File: config.mk
export PLATFORM = sky130hd
export DESIGN_NAME = systemx_share_codec_flat
export DESIGN_NICKNAME = d
export VERILOG_FILES = /design/src/rtl/systemx_share_codec_pkg.sv /design/src/rtl/systemx_share_codec_if.sv /design/src/rtl/systemx_share_codec_lfsr.sv /design/src/rtl/systemx_share_codec.sv /design/src/flat_wrapper.sv
export SDC_FILE = /design/constraint.sdc
export NUM_CORES = 1
export LEC_CHECK = 0
export ABC_AREA = 1
export BUFFER_PORTS_ARGS = -buffer_cell sky130_fd_sc_hd__clkbuf_2
export CORE_MARGIN = 1
export CORE_UTILIZATION = 59
export DETAILED_ROUTE_END_ITERATION = 10
export PLACE_DENSITY = 0.95
export REMOVE_ABC_BUFFERS = 1
export SETUP_SLACK_MARGIN = 0.4
export SYNTH_ARGS = -nofsm -noshare
export SYNTH_HDL_FRONTEND = slang
export SYNTH_SLANG_ARGS = --single-unit
File: constraint.sdc
create_clock -name clk -period 4.9 [get_ports clk]
set_clock_uncertainty 0.1 [all_clocks]
set_input_delay 0.245 -clock clk [delete_from_list [all_inputs] [get_ports clk]]
set_output_delay 0.245 -clock clk [all_outputs]
set_load 0.02 [all_outputs]
File: src/rtl/systemx_share_codec_pkg.sv
`default_nettype none
// ============================================================================
// Package    : systemx_mask_pkg
// Description: Shared types and constants for the 2-share SystemX codec:
//              FSM state encoding, share bundle, LFSR taps/unroll depth,
//              mask bit positions and the plaintext reference function.
// Revision   : 1.0 - initial release
// ============================================================================
package systemx_mask_pkg;

  typedef enum logic [1:0] {
    IDLE = 2'd0,
    WAIT = 2'd1,
    DONE = 2'd2
  } state_e;

  // Boolean share pairs for the three core inputs (x0 ^ x1 == x).
  typedef struct packed {
    logic a0;
    logic a1;
    logic b0;
    logic b1;
    logic c0;
    logic c1;
  } shares_t;

  // Fibonacci feedback taps 32,22,2,1 expressed as bit positions 31,21,1,0.
  localparam logic [31:0] LFSR_TAPS  = 32'h8020_0003;
  localparam int          LFSR_STEPS = 16;

  // Mask bit positions inside the LFSR state.
  localparam int MASK_A_BIT = 0;
  localparam int MASK_B_BIT = 1;
  localparam int MASK_C_BIT = 2;
  localparam int R_LSB      = 3;
  localparam int R_MSB      = 10;

  // Unmasked function implemented by the core.
  function automatic logic systemx_ref_f(input logic a, input logic b, input logic c);
    return ~c & (~a | b);
  endfunction

endpackage
`default_nettype wire

File: src/rtl/systemx_share_codec_if.sv
`default_nettype none
// ============================================================================
// Interface  : systemx_share_codec_if
// Description: Bundles the plaintext input handshake, seed load, the share
//              and refresh-randomness lines to the masked core, the core's
//              output shares and the result handshake.
//              slave  : the codec side
//              master : the environment (producer/consumer/core) side
// Revision   : 1.0 - initial release
// ============================================================================
interface systemx_share_codec_if;
  logic        seed_we;
  logic [31:0] seed_in;
  logic        in_valid;
  logic        in_ready;
  logic        in_a;
  logic        in_b;
  logic        in_c;
  logic        a0;
  logic        a1;
  logic        b0;
  logic        b1;
  logic        c0;
  logic        c1;
  logic [7:0]  r;
  logic        f0;
  logic        f1;
  logic        out_valid;
  logic        out_ready;
  logic        out_f;
  logic        out_err;

  modport slave (
    input  seed_we, seed_in, in_valid, in_a, in_b, in_c, f0, f1, out_ready,
    output in_ready, a0, a1, b0, b1, c0, c1, r, out_valid, out_f, out_err
  );

  modport master (
    output seed_we, seed_in, in_valid, in_a, in_b, in_c, f0, f1, out_ready,
    input  in_ready, a0, a1, b0, b1, c0, c1, r, out_valid, out_f, out_err
  );
endinterface
`default_nettype wire

File: src/rtl/systemx_share_codec_lfsr.sv
`default_nettype none
// ============================================================================
// Module     : systemx_lfsr
// Description: 32-bit Fibonacci LFSR (taps 32,22,2,1) advancing LFSR_STEPS
//              steps per clock. A load of zero is replaced by SEED so the
//              register can never lock up in the all-zero state.
// Ports      : clk      - clock
//              rst      - synchronous active-high reset (state <= SEED)
//              load     - load load_val instead of advancing
//              load_val - new state (0 substituted by SEED)
//              state    - current LFSR state
// Revision   : 1.0 - initial release
// ============================================================================
module systemx_lfsr
  import systemx_mask_pkg::*;
#(
  parameter logic [31:0] SEED = 32'hACE1_5EED
) (
  input  logic        clk,
  input  logic        rst,
  input  logic        load,
  input  logic [31:0] load_val,
  output logic [31:0] state
);

  logic [31:0] state_q;
  logic [31:0] state_d;
  logic [31:0] adv;

  always_comb begin
    adv = state_q;
    // Unrolled multi-step advance: new bit enters at the LSB each step.
    for (int i = 0; i < LFSR_STEPS; i++) begin
      adv = {adv[30:0], ^(adv & LFSR_TAPS)};
    end
    state_d = adv;
    if (load) begin
      state_d = (load_val == 32'd0) ? SEED : load_val;
    end
  end

  always_ff @(posedge clk) begin
    if (rst) begin
      state_q <= SEED;
    end else begin
      state_q <= state_d;
    end
  end

  assign state = state_q;

endmodule
`default_nettype wire

File: src/rtl/systemx_share_codec.sv
`default_nettype none
// ============================================================================
// Module     : systemx_share_codec
// Description: Sequential front/back end for the 2-share masked SystemX core.
//              Accepts plaintext A,B,C, splits each into two Boolean shares
//              using fresh LFSR masks, drives shares and refresh randomness
//              to the core, samples the core's output shares after
//              SETTLE_CYCLES and returns F = ~C & (~A | B).
// Ports      : clk, rst - clock, synchronous active-high reset
//              bus      - systemx_share_codec_if.slave (handshakes, seed,
//                         core shares/randomness, core output shares)
// Options    : SYSTEMX_SHARE_CHECK_EN - when defined, the recombined core
//              output is compared against the function of the held shares
//              and any mismatch sets a sticky out_err. Otherwise out_err=0.
// Revision   : 1.0 - initial release
// ============================================================================
module systemx_share_codec
  import systemx_mask_pkg::*;
#(
  parameter int          SETTLE_CYCLES = 2,
  parameter logic [31:0] SEED          = 32'hACE1_5EED
) (
  input logic                  clk,
  input logic                  rst,
  systemx_share_codec_if.slave bus
);

  localparam int CNT_W = (SETTLE_CYCLES < 2) ? 1 : $clog2(SETTLE_CYCLES + 1);

  state_e           state_q, state_d;
  logic [CNT_W-1:0] cnt_q, cnt_d;
  shares_t          sh_q, sh_d;
  logic [7:0]       r_q, r_d;
  logic             out_f_q, out_f_d;

  logic [31:0]      lfsr_state;
  logic             lfsr_load;
  logic             lfsr_unused;
  logic             sample_en;
  logic             f_unmasked;

  // Seed loads are only honoured while idle; an accept in the same cycle
  // still takes its masks from the current (pre-load) state.
  assign lfsr_load = bus.seed_we && (state_q == IDLE);

  systemx_lfsr #(
    .SEED (SEED)
  ) u_lfsr (
    .clk      (clk),
    .rst      (rst),
    .load     (lfsr_load),
    .load_val (bus.seed_in),
    .state    (lfsr_state)
  );

  // Upper LFSR bits only feed the recurrence, never the masks.
  assign lfsr_unused = ^lfsr_state[31:R_MSB+1];

  assign sample_en  = (state_q == WAIT) && (cnt_q == CNT_W'(1));
  assign f_unmasked = bus.f0 ^ bus.f1;

  always_ff @(posedge clk) begin
    if (rst) begin
      state_q <= IDLE;
      cnt_q   <= '0;
      sh_q    <= '0;
      r_q     <= '0;
      out_f_q <= 1'b0;
    end else begin
      state_q <= state_d;
      cnt_q   <= cnt_d;
      sh_q    <= sh_d;
      r_q     <= r_d;
      out_f_q <= out_f_d;
    end
  end

  always_comb begin
    state_d = state_q;
    cnt_d   = cnt_q;
    sh_d    = sh_q;
    r_d     = r_q;
    out_f_d = out_f_q;

    case (state_q)
      IDLE: begin
        if (bus.in_valid) begin
          // Only shares are stored; the plaintext itself never hits a flop.
          sh_d.a0 = lfsr_state[MASK_A_BIT];
          sh_d.a1 = bus.in_a ^ lfsr_state[MASK_A_BIT];
          sh_d.b0 = lfsr_state[MASK_B_BIT];
          sh_d.b1 = bus.in_b ^ lfsr_state[MASK_B_BIT];
          sh_d.c0 = lfsr_state[MASK_C_BIT];
          sh_d.c1 = bus.in_c ^ lfsr_state[MASK_C_BIT];
          r_d     = lfsr_state[R_MSB:R_LSB];
          cnt_d   = CNT_W'(SETTLE_CYCLES);
          state_d = WAIT;
        end
      end

      WAIT: begin
        cnt_d = cnt_q - CNT_W'(1);
        if (sample_en) begin
          out_f_d = f_unmasked;
          state_d = DONE;
        end
      end

      DONE: begin
        if (bus.out_ready) begin
          sh_d    = '0;
          r_d     = '0;
          state_d = IDLE;
        end
      end

      default: begin
        state_d = IDLE;
      end
    endcase
  end

`ifdef SYSTEMX_SHARE_CHECK_EN
  logic err_q;
  logic f_expected;

  assign f_expected = systemx_ref_f(sh_q.a0 ^ sh_q.a1, sh_q.b0 ^ sh_q.b1, sh_q.c0 ^ sh_q.c1);

  // Sticky until reset: any sampled mismatch latches the error.
  always_ff @(posedge clk) begin
    if (rst) begin
      err_q <= 1'b0;
    end else if (sample_en && (f_unmasked != f_expected)) begin
      err_q <= 1'b1;
    end
  end

  assign bus.out_err = err_q;
`else
  assign bus.out_err = 1'b0;
`endif

  assign bus.in_ready  = (state_q == IDLE);
  assign bus.out_valid = (state_q == DONE);
  assign bus.out_f     = out_f_q;
  assign bus.a0        = sh_q.a0;
  assign bus.a1        = sh_q.a1;
  assign bus.b0        = sh_q.b0;
  assign bus.b1        = sh_q.b1;
  assign bus.c0        = sh_q.c0;
  assign bus.c1        = sh_q.c1;
  assign bus.r         = r_q;

endmodule
`default_nettype wire

File: src/flat_wrapper.sv
// flat-port wrapper written by rule: the top's interface ports become plain ports
module systemx_share_codec_flat import systemx_mask_pkg::*;
#(
  parameter int          SETTLE_CYCLES = 2,
  parameter logic [31:0] SEED          = 32'hACE1_5EED
)
  (clk, rst, bus_seed_we, bus_seed_in, bus_in_valid, bus_in_a, bus_in_b, bus_in_c, bus_f0, bus_f1, bus_out_ready, bus_in_ready, bus_a0, bus_a1, bus_b0, bus_b1, bus_c0, bus_c1, bus_r, bus_out_valid, bus_out_f, bus_out_err);
  systemx_share_codec_if bus_i ();
  input logic clk;
  input logic rst;
  input wire logic [$bits(bus_i.seed_we)-1:0] bus_seed_we;
  input wire logic [$bits(bus_i.seed_in)-1:0] bus_seed_in;
  input wire logic [$bits(bus_i.in_valid)-1:0] bus_in_valid;
  input wire logic [$bits(bus_i.in_a)-1:0] bus_in_a;
  input wire logic [$bits(bus_i.in_b)-1:0] bus_in_b;
  input wire logic [$bits(bus_i.in_c)-1:0] bus_in_c;
  input wire logic [$bits(bus_i.f0)-1:0] bus_f0;
  input wire logic [$bits(bus_i.f1)-1:0] bus_f1;
  input wire logic [$bits(bus_i.out_ready)-1:0] bus_out_ready;
  output wire logic [$bits(bus_i.in_ready)-1:0] bus_in_ready;
  output wire logic [$bits(bus_i.a0)-1:0] bus_a0;
  output wire logic [$bits(bus_i.a1)-1:0] bus_a1;
  output wire logic [$bits(bus_i.b0)-1:0] bus_b0;
  output wire logic [$bits(bus_i.b1)-1:0] bus_b1;
  output wire logic [$bits(bus_i.c0)-1:0] bus_c0;
  output wire logic [$bits(bus_i.c1)-1:0] bus_c1;
  output wire logic [$bits(bus_i.r)-1:0] bus_r;
  output wire logic [$bits(bus_i.out_valid)-1:0] bus_out_valid;
  output wire logic [$bits(bus_i.out_f)-1:0] bus_out_f;
  output wire logic [$bits(bus_i.out_err)-1:0] bus_out_err;
  assign bus_i.seed_we = bus_seed_we;
  assign bus_i.seed_in = bus_seed_in;
  assign bus_i.in_valid = bus_in_valid;
  assign bus_i.in_a = bus_in_a;
  assign bus_i.in_b = bus_in_b;
  assign bus_i.in_c = bus_in_c;
  assign bus_i.f0 = bus_f0;
  assign bus_i.f1 = bus_f1;
  assign bus_i.out_ready = bus_out_ready;
  assign bus_in_ready = bus_i.in_ready;
  assign bus_a0 = bus_i.a0;
  assign bus_a1 = bus_i.a1;
  assign bus_b0 = bus_i.b0;
  assign bus_b1 = bus_i.b1;
  assign bus_c0 = bus_i.c0;
  assign bus_c1 = bus_i.c1;
  assign bus_r = bus_i.r;
  assign bus_out_valid = bus_i.out_valid;
  assign bus_out_f = bus_i.out_f;
  assign bus_out_err = bus_i.out_err;
  systemx_share_codec #(.SETTLE_CYCLES(SETTLE_CYCLES), .SEED(SEED)) u_core (.clk(clk), .rst(rst), .bus(bus_i));
endmodule
==> flow_summary.toml <==
[global_route]
grt_pass1_vias = 2822
grt_max_degree = 34
gr-total-overflow = 0
antenna_found_initial = 0
grt_pass1_wl_um = 12900
grt_usage = 0.331

[status]
violations = "design-rule violations"
status = "finished with violations"

[clock_tree]
clockBufferDepth = 2
cts_resized = 0
hold_buffers = 0
postCtsSetupBuffers = 0
cts-root-buf = "clkbuf_8"
clock_latency_ns = 0.31
cts_sinks = 51
cts_tree = "done"
htree_levels = 2
clk_pin_slew_ns = 0.09
numCtsBuffers = 5

[layout]
drive_gt1_frac = 0.228
syn_to_final_growth_pct = 14.1
fillers = 358
antenna_cells = 0
nNetsFinal = 498

[placed_design]
gp_congestion = 0.923
pre_cts_slack_ns = 2.11
dpl.hpwl_um = 5900
io_buffers = 58

[power]
power_frac_comb = 0.549
p_int_w = 0.00101
leakagePower_nw = 1.61
p_clk_frac = 0.139
p_sw_frac = 0.475
power_frac_seq = 0.312
vdd_ir_drop_max_mv = 0.330
p_per_area_nw_per_um2 = 600
p_sw_w = 0.000916

[worst_hold_path]
hold_path_class = "input pin to register"

[routing]
drc_errors = 3
vias = 3000
wire_per_inst_um = 15.3
avgViaCountPerCell = 5.91
antenna_left = 0
maxUsedRoutingLayer = "met4"
drtPass1Iterations = 8
finalWirelength_um = 7770
wl_met1_um = 3110
wl_met2_um = 3840
met3WireLength_um = 583
drt-initial-drc-count = 249

[synth]
ys.flop_type = "dfxtp_1"
async_flop_share = 0
synth_edf_count = 0
syn_area_um2 = 2820
syn_inst = 404
ys_types = 30
synth_area_leaders = "dfxtp_1 36%, nand2_1 16%, nand3_1 6.9%"
yosysTopAreaCell = "dfxtp_1"
ys_seq_area_frac = 0.363
synth_common_cells = "117 x nand2_1, 51 x dfxtp_1, 39 x nand3_1, 32 x a21oi_1, 31 x inv_1"
synth_top_area_frac = 0.363
avgSynthCellArea_um2 = 6.97
synth-seq-cells = 51
yosysWarnings = 0
yosysMostFrequentCell = "nand2_1"

[floorplan]
die_area_um2 = 5050
die_h_um = 71.1
fp.coreArea_um2 = 4470
num_io_pins = 60
start_util = 0.629
rows = 24
chipWidth_um = 71.1

[critical_path]
cp-end-kind = "register"
cp_slowest_cell = "nand2_1"
reg2reg_slack_ns = 2.26
cpPeakStageDelay_ns = 0.63
cp-start-kind = "register"
path_common_cell = "nand2_1"
crit_chain = "nor2_1, nand2_1, clkinv_1, o21ai_1, o22ai_1, nand2_1"
crit_required_ns = 4.98
crit_type = "register to register"
arrival_ns = 2.72
path_max_fanout = 19

[sta]
fin_crit_ns = 2.64
fmax_ghz = 0.379
slew_violations = 0
setup_tns_ns = 0
rsz0062_at_grt = "false"
fin_crit_sh = 0.539
setup_violations = 0
worst_slack_ns = 2.26
tightest_slew_ns = 0.950
maxSlewHeadroom = 0.363
final_hold_viol_count = 0

[run]
maxCapViolations = 0
[per-layer routing]
layer / up-vias / GRT usage
met2: 159 / 0.591
met4: 0 / 0.136
met1: 1380 / 0.394
met3: 28 / 0.0556
met5: - / 0
li1: 1433 / -
[final timing paths]
kind                     start                 endpoint  depth (start not counted)
min            bus_seed_in[18]  u_core.u_lfsr.state[18]                          3
max          u_core.state_q[0]  u_core.u_lfsr.state[22]                          6
max reg2reg  u_core.state_q[0]  u_core.u_lfsr.state[22]                          6
min reg2reg    u_core.bus.r[4]          u_core.bus.r[4]                          2
[flip-flops by register name, summed over array words and instances (netlist names)]
signal,count
u_core.state_q,2
u_core.bus.a0,1
u_core.bus.out_f,1
u_core.bus.b1,1
u_core.bus.a1,1
u_core.u_lfsr.state,32
u_core.bus.c0,1
u_core.cnt_q,2
u_core.bus.c1,1
u_core.bus.b0,1
u_core.bus.r,8
[cell usage in the layout, fill, tap and decap left out, types with 7 or more instances in the layout]
master    netlist  final
o22ai_1        11     11
nor4_1          7      7
nand3_2        12     12
xor2_1          9      9
nor2_1         14     14
nand2_1       117    117
inv_1          31     31
nand2_2        12     12
o21ai_0        20     19
clkbuf_8        0      7
dfxtp_1        51     51
clkbuf_2        0     58
nand3_1        39     39
a21oi_1        32     32
xnor2_1         7      7
[area by class of cell]
type	count	area, um^2	area share
clock buffer	7	96.3	0.0300
clock inverter	1	7.51	0.00234
inverter	39	149	0.0463
multi-input combinational	299	1580	0.491
sequential	51	1020	0.318
tap	52	65.1	0.0202
timing repair buffer	59	298	0.0927
[power groups by stage]
stage | registers (W) | clock network, W | logic, W
3_3_place_gp | 0.000599 | 0 | 0.000997
6_report | 0.000601 | 0.000269 | 0.00106
4_1_cts | 0.000596 | 0.000269 | 0.00105
2_1_floorplan | 0.000593 | 0 | 0.000810
5_1_grt | 0.000607 | 0.000285 | 0.00118
3_5_place_dp | 0.000605 | 0 | 0.00104
[metrics by stage]
step           instances  hold WS, ns  utilization  cell area (um^2)  power (W)
2_1_floorplan        389        0.214            -              2750    0.00140
3_3_place_gp         500        0.350        0.695              3110    0.00160
3_5_place_dp         500        0.352        0.695              3110    0.00164
4_1_cts              508       0.0732        0.718              3210    0.00191
5_1_grt              508       0.0786        0.718              3210    0.00207
6_report             508       0.0759        0.718              3210    0.00193
[logic make-up after synthesis]
family                   count (synthesis)  share of synthesized area
other                                    1                    0.00133
AND/OR/NAND/NOR                        211                      0.363
adder cells (fa/ha/maj)                  1                    0.00444
XOR/XNOR                                18                     0.0613
flip-flops                              51                      0.363
AO/OA/AOI/OAI                           68                      0.130
buffers and inverters                   54                     0.0773
[worst max-delay path: cells and delay by family, from the launching register on]
kind            cells  cell delay [ns]
compound gates      2             0.61
buf+inv             1             0.16
flops               1             0.33
simple gates        3             1.31
Note: power is estimated with default switching activity, not from simulation.
